==> src/rtl/uart_pkg.sv <==
// uart_pkg: register map, CTRL bit positions and the FSM state
// type shared by the transmitter and the receiver.
package uart_pkg;

    localparam logic [3:0] UART_CTRL = 4'h0;
    localparam logic [3:0] UART_TX   = 4'h4;
    localparam logic [3:0] UART_BAUD = 4'h8;
    localparam logic [3:0] UART_RX   = 4'hC;

    localparam int CTRL_TX_EN    = 0;
    localparam int CTRL_RX_EN    = 1;
    localparam int CTRL_TX_BUSY  = 2;
    localparam int CTRL_RX_VALID = 3;
    localparam int CTRL_RX_FERR  = 4;

    typedef enum logic [1:0] {
        ST_IDLE,
        ST_START,
        ST_DATA,
        ST_STOP
    } uart_state_t;

endpackage

==> src/rtl/uart_rx.sv <==
// uart_rx: 8N1 receiver with 2-flop input synchronizer, mid-bit
// sampling and sticky valid / framing-error flags.
module uart_rx
    import uart_pkg::*;
(
    input  logic        clk,
    input  logic        rstn,
    input  logic        rx_en,
    input  logic [15:0] bit_per,
    input  logic        rx_in,
    input  logic        clr_valid,
    input  logic        clr_ferr,
    output logic [7:0]  rx_data,
    output logic        rx_valid,
    output logic        rx_ferr
);

    logic        s1, s2, s_prev;
    uart_state_t state;
    logic [15:0] cnt, per;
    logic [2:0]  bitn;
    logic [7:0]  shift;
    logic        bit_end, half_end;

    assign bit_end  = cnt >= per - 16'd1;
    assign half_end = cnt >= (per >> 1) - 16'd1;

    always_ff @(posedge clk or posedge rstn) begin
        if (rstn) begin
            s1       <= 1'b1;
            s2       <= 1'b1;
            s_prev   <= 1'b1;
            state    <= ST_IDLE;
            cnt      <= '0;
            per      <= 16'd2;
            bitn     <= '0;
            shift    <= '0;
            rx_data  <= '0;
            rx_valid <= 1'b0;
            rx_ferr  <= 1'b0;
        end else begin
            s1     <= rx_in;
            s2     <= s1;
            s_prev <= s2;
            if (clr_valid) rx_valid <= 1'b0;
            if (clr_ferr)  rx_ferr  <= 1'b0;
            case (state)
                ST_IDLE: begin
                    if (rx_en && s_prev && !s2) begin
                        state <= ST_START;
                        cnt   <= '0;
                        per   <= bit_per;
                    end
                end
                // first sample lands mid start bit; later ones one period apart
                ST_START: begin
                    if (half_end) begin
                        cnt  <= '0;
                        per  <= bit_per;
                        bitn <= '0;
                        state <= s2 ? ST_IDLE : ST_DATA;
                    end else begin
                        cnt <= cnt + 16'd1;
                    end
                end
                ST_DATA: begin
                    if (bit_end) begin
                        cnt   <= '0;
                        per   <= bit_per;
                        shift <= {s2, shift[7:1]};
                        if (bitn == 3'd7) state <= ST_STOP;
                        else bitn <= bitn + 3'd1;
                    end else begin
                        cnt <= cnt + 16'd1;
                    end
                end
                ST_STOP: begin
                    if (bit_end) begin
                        cnt   <= '0;
                        state <= ST_IDLE;
                        if (s2) begin
                            rx_data  <= shift;
                            rx_valid <= 1'b1;
                        end else begin
                            rx_ferr <= 1'b1;
                        end
                    end else begin
                        cnt <= cnt + 16'd1;
                    end
                end
                default: state <= ST_IDLE;
            endcase
        end
    end

endmodule

==> src/rtl/uart_top_si.sv <==
// uart_top_si: register-mapped 8N1 UART (TX, baud divider, regs).
// Receiver is compiled in only when UART_RX_EN is defined.
module uart_top_si
    import uart_pkg::*;
(
    input  logic        clk,
    input  logic        rstn,
    input  logic [3:0]  addr,
    input  logic        we,
    input  logic [31:0] wd,
    output logic [31:0] rd,
    output logic        uart_tx,
    input  logic        uart_rx
);

    logic        tx_en, rx_en, tx_busy;
    logic        rx_valid, rx_ferr;
    logic [7:0]  tx_data, tx_shift, rx_data;
    logic [15:0] baud, baud_eff, tx_per, tx_cnt;
    logic [2:0]  tx_bit;
    uart_state_t tx_state;
    logic        ctrl_wr, tx_wr, baud_wr, tx_go, tx_end;
    logic        unused_wd;

    assign ctrl_wr  = we && (addr == UART_CTRL);
    assign tx_wr    = we && (addr == UART_TX);
    assign baud_wr  = we && (addr == UART_BAUD);
    assign baud_eff = (baud < 16'd2) ? 16'd2 : baud;
    assign tx_busy  = tx_state != ST_IDLE;
    assign tx_go    = tx_wr && tx_en && !tx_busy;
    assign tx_end   = tx_cnt >= tx_per - 16'd1;
    assign unused_wd = ^wd[31:16];

    always_ff @(posedge clk or posedge rstn) begin
        if (rstn) begin
            tx_en   <= 1'b0;
            baud    <= '0;
            tx_data <= '0;
        end else begin
            if (ctrl_wr) tx_en <= wd[CTRL_TX_EN];
            if (baud_wr) baud <= wd[15:0];
            if (tx_wr && !tx_busy) tx_data <= wd[7:0];
        end
    end

    // bit period is re-latched at every bit boundary
    always_ff @(posedge clk or posedge rstn) begin
        if (rstn) begin
            tx_state <= ST_IDLE;
            uart_tx  <= 1'b1;
            tx_cnt   <= '0;
            tx_per   <= 16'd2;
            tx_bit   <= '0;
            tx_shift <= '0;
        end else begin
            case (tx_state)
                ST_IDLE: begin
                    if (tx_go) begin
                        tx_state <= ST_START;
                        uart_tx  <= 1'b0;
                        tx_cnt   <= '0;
                        tx_per   <= baud_eff;
                        tx_shift <= wd[7:0];
                    end
                end
                ST_START: begin
                    if (tx_end) begin
                        tx_state <= ST_DATA;
                        uart_tx  <= tx_shift[0];
                        tx_shift <= tx_shift >> 1;
                        tx_bit   <= '0;
                        tx_cnt   <= '0;
                        tx_per   <= baud_eff;
                    end else begin
                        tx_cnt <= tx_cnt + 16'd1;
                    end
                end
                ST_DATA: begin
                    if (tx_end) begin
                        tx_cnt <= '0;
                        tx_per <= baud_eff;
                        if (tx_bit == 3'd7) begin
                            tx_state <= ST_STOP;
                            uart_tx  <= 1'b1;
                        end else begin
                            uart_tx  <= tx_shift[0];
                            tx_shift <= tx_shift >> 1;
                            tx_bit   <= tx_bit + 3'd1;
                        end
                    end else begin
                        tx_cnt <= tx_cnt + 16'd1;
                    end
                end
                ST_STOP: begin
                    if (tx_end) begin
                        tx_state <= ST_IDLE;
                        tx_cnt   <= '0;
                    end else begin
                        tx_cnt <= tx_cnt + 16'd1;
                    end
                end
                default: tx_state <= ST_IDLE;
            endcase
        end
    end

`ifdef UART_RX_EN
    always_ff @(posedge clk or posedge rstn) begin
        if (rstn) rx_en <= 1'b0;
        else if (ctrl_wr) rx_en <= wd[CTRL_RX_EN];
    end

    uart_rx u_rx (
        .clk       (clk),
        .rstn      (rstn),
        .rx_en     (rx_en),
        .bit_per   (baud_eff),
        .rx_in     (uart_rx),
        .clr_valid (ctrl_wr && !wd[CTRL_RX_VALID]),
        .clr_ferr  (ctrl_wr && !wd[CTRL_RX_FERR]),
        .rx_data   (rx_data),
        .rx_valid  (rx_valid),
        .rx_ferr   (rx_ferr)
    );
`else
    logic unused_rx;
    assign unused_rx = uart_rx;
    assign rx_en     = 1'b0;
    assign rx_valid  = 1'b0;
    assign rx_ferr   = 1'b0;
    assign rx_data   = '0;
`endif

    always_comb begin
        rd = '0;
        case (addr)
            UART_CTRL: rd[4:0]  = {rx_ferr, rx_valid, tx_busy, rx_en, tx_en};
            UART_TX:   rd[7:0]  = tx_data;
            UART_BAUD: rd[15:0] = baud;
            UART_RX:   rd[7:0]  = rx_data;
            default:   rd = '0;
        endcase
    end

endmodule

==> config.mk <==
export PLATFORM = sky130hd
export DESIGN_NAME = uart_top_si
export DESIGN_NICKNAME = d
export VERILOG_FILES = /design/src/rtl/uart_pkg.sv /design/src/rtl/uart_rx.sv /design/src/rtl/uart_top_si.sv
export SDC_FILE = /design/constraint.sdc
export NUM_CORES = 1
export LEC_CHECK = 0
export ABC_AREA = 1
export ABC_CLOCK_PERIOD_IN_PS = 3400
export CAP_MARGIN = 20
export CORE_MARGIN = 2
export CORE_UTILIZATION = 54
export CTS_BUF_LIST = sky130_fd_sc_hd__clkbuf_16
export CTS_CLUSTER_SIZE = 12
export DETAILED_ROUTE_END_ITERATION = 12
export GPL_TIMING_DRIVEN = 0
export PLACE_DENSITY_LB_ADDON = 0.05
export SYNTH_ARGS = -nofsm -noshare
export SYNTH_HDL_FRONTEND = slang
export SYNTH_SLANG_ARGS = --single-unit
==> constraint.sdc <==
create_clock -name clk -period 3.4 [get_ports clk]
set_input_delay 0.51 -clock clk [delete_from_list [all_inputs] [get_ports clk]]
set_output_delay 0.51 -clock clk [all_outputs]
set_load 0.02 [all_outputs]
==> flow_summary.toml, run 1 <==
[routing]
wl_um = 9970
drt_iter0_markers = 204
remaining_drc_errors = 0
route.met3.wl_um = 268
vias = 3630
highest_layer = "met4"
met2_wirelength_um = 4890
post_drt_wl_per_cell_um = 14.0
firstDrtPassIters = 5
drt-met1-wl_um = 4640
routed_via_density = 5.11
ant_nets = 0

[finish]
drive_above_1_share_pct = 12.0
diodes = 0
layout_common_cells = "nand2_1 (139), dfrtp_1 (69), inv_1 (58)"
final_common_cell = "nand2_1"
area_delta_synth_final_pct = 21.9
layout.nets = 668
fill_cells = 661

[logic_synthesis]
synth_cell_types = 36
synth_edf_count = 0
yosys.area.top_type_share_pct = 40.4
syn_inst = 537
synth_area_per_cell_um2 = 7.95
yosysTopAreaCell = "dfrtp_1"
seq_area_frac_synth_pct = 41.7
ys_warn_count = 0
synth-async-reset-ratio_pct = 100
yosys-top-cells-area = "dfrtp_1 (40%), nand2_1 (12%), ha_1 (7.3%)"
syn-cell-area_um2 = 4270
synthFlopType = "dfrtp_1"
ys_seq_elements = 71

[grt]
grt_pass1_wl_um = 16900
grt_use_total_pct = 25.0
antenna_found_initial = 0
grt_pass1_vias = 3539
grt-ovfl-total = 0
grt_max_degree = 72

[timing]
worstMarginPinSlew_ps = 860
relSlewSlack_pct = 42.6
finalClockSkew_ps = 6.22
hold_violations = 0
fin_crit_sh_pct = 96.5
fin_crit_ps = 3280
fin_ws_ps = 121
setup_viol = 0
tns_ps = 0
fmax_ghz = 0.305
finalMaxSlewViolations = 0
rsz0062_at_grt = "false"

[power]
vdd_drop_max_uv = 388
power_density_nw_per_um2 = 905
power_mw = 4.71
power_leakage_nw = 2.61

[clocking]
cts_tree = "done"
htree_levels = 3
cts_num_sinks = 71
cts-buffers-inserted = 9
hold_buffers = 0
root_buffer = "clkbuf_16"
clk_pin_slew_ps = 60
cts.path.max_buffers = 2
insertion_delay_ps = 330

[job]
cap_violations = 0

[place]
port_buffers = 39
dp_hpwl_um = 7450
place_ws_ps = -26.2
gp_congestion = 0.833

[die]
initial_utilization_pct = 55.6
core_um2 = 7690
dieHeight_um = 92.9
rows = 32
ios = 73
design.die.area_um2 = 8640
fp.dieW_um = 92.9

[worst_setup_path]
worstSetupPathType = "input pin to primary output"
endpoint_kind = "primary output"
startpoint_type = "input pin"
crit_arrival_ps = 2770
path_max_fanout = 10
cp.required_ps = 2890

[hold_path]
hold_class = "flop to flop"

[status]
status = "complete, no violations"
-- worst max-delay path: stages --
cell and delay (ps):
clkdlybuf4s50_1 410, or2_4 290, nor3_4 300, inv_1 100, clkbuf_1 270, o21ai_1 240, clkdlybuf4s50_1 640
-- state kept, by name, indices dropped and copies added, names as in the netlist --
signal	cells
tx_data	8
uart_tx	1
baud	16
tx_state	2
tx_cnt	16
tx_bit	3
tx_shift	8
tx_per	16
tx_en	1
-- path summary, 6_finish.rpt --
check                            start          end  slack, ps  cells past startpoint
setup / recovery               addr[1]        rd[4]        120                      7
hold / removal             tx_shift[5]  tx_shift[5]        470                      2
setup reg to reg             tx_per[0]   tx_per[15]        260                     19
hold reg to reg            tx_shift[5]  tx_shift[5]        470                      2
max in group asynchronous         rstn    tx_per[5]       2130                      2
min in group asynchronous         rstn    tx_cnt[8]        720                      2
-- per-layer routing --
metal / vias up / track usage [%]
met1: 1719 / 34.2
met4: 0 / 8.58
li1: 1843 / -
met5: - / 0
met3: 12 / 3.42
met2: 56 / 40.9
-- area by class of cell --
class | instances | area, µm² | area share (%)
multi-input combinational | 391 | 2150 | 41.4
clock buffer | 9 | 225 | 4.33
tap | 102 | 128 | 2.45
timing repair buffer | 40 | 398 | 7.65
inverter | 61 | 234 | 4.50
buffer | 29 | 188 | 3.61
clock inverter | 7 | 97.6 | 1.88
sequential | 71 | 1780 | 34.2
-- cell families (layout without fill, tap and decap cells) --
kind of cell	count (synthesis)	count (layout)	synth area share, %
AOI/OAI and AO/OA	78	78	11.0
xor gates and xnor gates	22	22	4.51
adders and majority gates	25	25	7.32
buffers and inverters	90	146	9.76
DFF	71	71	41.7
other	1	16	0.0878
and+or+nand+nor	250	250	25.6
-- Yosys cell counts, drive strengths merged (9+ instances only) --
library cell / instances
inv: 61
xor2: 15
a21oi: 17
nor3: 9
nor2: 48
buf: 19
o21ai: 49
clkbuf: 10
ha: 25
nand3: 24
nand2: 145
dfrtp: 69
nand4: 17
-- report_power, final --
group          internal [mW]  switching [mW]  leakage [nW]
Sequential              1.18           0.312         0.891
Clock                  0.643           0.371         0.152
Combinational          0.844            1.36          1.56
Total                   2.67            2.04          2.61
-- timing repair --
item / in CTS / in global routing
cloned: 0 / 0
pin swaps: 0 / 0
endpoints found under the setup margin: 2 / 37
resized for setup: 1 / 10
buffers inserted: 0 / 1
-- per-stage QoR --
stage | util, % | cells | instance area, µm² | hold WS, ps
5_1_grt | 67.7 | 710 | 5200 | 498
6_report | 67.7 | 710 | 5200 | 471
2_1_floorplan | - | 552 | 4330 | 442
3_5_place_dp | 63.1 | 693 | 4850 | 463
4_1_cts | 67.3 | 709 | 5180 | 477
3_3_place_gp | 63.0 | 693 | 4840 | 453
Power figures use the tool's default switching activity.
==> run 2, diff against run 1 <==
- ABC_AREA: 1 -> 0
- CORE_UTILIZATION: 54 -> 53
- GPL_ROUTABILITY_DRIVEN: default -> 0
==> run 2 against run 1 <==
Effect of this change: the flow now finishes with violations (setup timing); sequential power about the same; clock skew about the same; count of clock-buffer cells in the layout unchanged; register-to-register slack got worse by 650 ps; total power increased by 15%.
==> flow_summary.toml, run 2 <==
[status]
status = "finished with violations"
violations = "setup timing"

[timing]
fmax_ghz = 0.264
hold_violations = 0
fin_crit_ps = 3790
fin_ws_ps = -389
relSlewSlack_pct = 41.5
fin_crit_sh_pct = 111
finalClockSkew_ps = 6.53
setup_viol = 46
rsz0062_at_grt = "true"
finalMaxSlewViolations = 0
worstMarginPinSlew_ps = 878

[power]
clkPwrFrac_pct = 17.4
switching_share_pct = 38.2
seq_power_share_pct = 27.6
power_frac_comb_pct = 55.0
power_leakage_nw = 2.58
power_density_nw_per_um2 = 948
switchingPower_mw = 2.06
vdd_drop_max_uv = 459
p_int_mw = 3.34

[grt]
grt_pass1_vias = 3373
antenna_found_initial = 0
grt_use_total_pct = 23.3
grt_max_degree = 72
grt_pass1_wl_um = 16000
grt-ovfl-total = 0

[clocking]
htree_levels = 3
hold_buffers = 0
insertion_delay_ps = 330
cts.path.max_buffers = 2
root_buffer = "clkbuf_16"
cts_num_sinks = 71
clk_pin_slew_ps = 60
cts-buffers-inserted = 9
cts_tree = "done"

[logic_synthesis]
ys_warn_count = 0
synth_commonest_cells = "dfrtp_1 (69), mux2_2 (56), nand2_1 (27), ha_1 (25), o21ai_0 (17)"
ys_seq_elements = 71
synth_area_per_cell_um2 = 10.8
synth_cell_types = 50
seq_area_frac_synth_pct = 42.5
synth.most_common_cell = "dfrtp_1"
yosys.area.top_type_share_pct = 41.2
synth-async-reset-ratio_pct = 100
syn-cell-area_um2 = 4190
synth_edf_count = 0
yosysTopAreaCell = "dfrtp_1"
yosys-top-cells-area = "dfrtp_1 (41%), mux2_2 (15%), ha_1 (7.5%)"
syn_inst = 388
synthFlopType = "dfrtp_1"

[finish]
finalNonFillerCells = 595
area_delta_synth_final_pct = 36.1
multi_input_area_um2 = 2580
final_common_cell = "dfrtp_1"
drive_above_1_share_pct = 34.1
largestRegisters = "baud (16), tx_cnt (16), tx_per (16)"
final-seq-area_um2 = 1780
fin_area_um2 = 5700
fill_cells = 528
diodes = 0
layout.nets = 553
layout_common_cells = "dfrtp_1 (69), mux2_2 (42), buf_4 (41)"

[worst_setup_path]
rrSetupSlack_ps = -390
r2r-end = "tx_per[4]"
endpoint_kind = "flop"
ff2ff_path_depth = 17
crit_start = "tx_per[3]"
worstSetupPathType = "flop to flop"
startpoint_type = "flop"
cp.required_ps = 3610
path_max_fanout = 5
crit_arrival_ps = 4000
endpoint = "tx_per[4]"
r2r-start = "tx_per[3]"

[routing]
drt-met1-wl_um = 4390
firstDrtPassIters = 4
ant_nets = 0
drt_iter0_markers = 149
route.met3.wl_um = 421
wl_um = 10100
met2_wirelength_um = 5100
remaining_drc_errors = 0
post_drt_wl_per_cell_um = 17.0
routed_via_density = 5.66
highest_layer = "met4"
vias = 3366

[die]
initial_utilization_pct = 54.5
rows = 32
design.die.area_um2 = 8630
core_um2 = 7690
dieHeight_um = 92.9
fp.dieW_um = 92.9
ios = 73

[place]
port_buffers = 39
dp.cells = 544
post_dp_cell_area_um2 = 4820
dp_hpwl_um = 6400

[hold_path]
hold_class = "flop to flop"

[job]
cap_violations = 0
## run 2: cell count changes in the layout (fill, tap and decap cells not counted), moves of 23 or more
cell / before / now
buf_4: 17 / 41
inv_1: 58 / 7
mux2_2: 0 / 42
nand2_1: 139 / 24
nor2_1: 46 / 15
o21ai_0: 29 / 6
## run 2: cell families (layout without fill, tap and decap cells)
logic type,count (synthesis),in the layout,synth area share (%)
simple gates,122,122,15.8
compound gates,60,60,10.0
flops,71,71,42.5
other cells,1,16,0.0896
buf+inv,32,122,4.57
xor+xnor,16,16,3.35
mux,61,61,16.3
fa+ha+maj,25,25,7.47
## run 2: worst min path at each step
stage	from	end	slack (ps)	depth (start not counted)
floorplan	tx_shift[0]	tx_shift[0]	470	1
global placement	tx_shift[7]	tx_shift[7]	480	1
detailed placement	tx_shift[1]	tx_shift[1]	490	1
CTS	tx_shift[1]	tx_shift[1]	500	1
global route	tx_shift[6]	tx_shift[6]	510	1
finish	tx_shift[1]	tx_shift[1]	500	1
## run 2: cell type report
type,instances,area share (%)
inverter,7,0.505
multi-input combinational,300,45.3
timing repair buffer,75,12.5
clock inverter,7,1.27
clock buffer,9,3.95
buffer,24,3.01
tap,102,2.24
sequential,71,31.2
## run 2: layer usage
layer | track usage (%) | up-vias
li1 | - | 1594
met1 | 31.0 | 1652
met2 | 39.6 | 103
met3 | 3.34 | 17
met4 | 7.11 | 0
met5 | 0 | -
## run 2: timing repair
action | 4_1_cts | 5_1_grt
resized for setup | 48 | 34
setup endpoints to repair | 56 | 56
cloned | 1 | 1
setup buffers | 24 | 12
pin swaps | 18 | 13
## run 2: power groups by stage
stage          Clock, mW  Combinational (mW)  Sequential, mW
2_1_floorplan          0                1.64            1.39
3_3_place_gp           0                1.95            1.46
3_5_place_dp           0                2.04            1.48
4_1_cts            0.948                2.68            1.46
5_1_grt            0.982                3.20            1.54
6_report           0.941                2.97            1.49
## run 2: worst max-delay path, stage by stage, from the launching register on
cell and delay, ps:
dfrtp_1 390, or3_4 410, nor2_4 100, buf_4 130, nand3_4 100, nor4_4 240, buf_4 160, nand2_1 50
xor2_1 160, ha_1 340, nand4_1 180, nor3_4 300, o311ai_4 140, and4_4 190, a21oi_4 210, buf_6 130
buf_8 110, mux2_2 320
## run 2: metrics by stage
step | setup WS, ps | total power [mW] | util (%) | hold WS [ps] | setup TNS [ps]
after floorplan | -324 | 3.03 | - | 473 | -4220
after global placement | -592 | 3.41 | 62.6 | 481 | -32490
after detailed placement | -689 | 3.52 | 62.7 | 487 | -25710
after CTS | -457 | 5.09 | 71.2 | 502 | -13510
after global routing | -546 | 5.72 | 74.1 | 515 | -20650
final | -389 | 5.40 | 74.1 | 500 | -13350
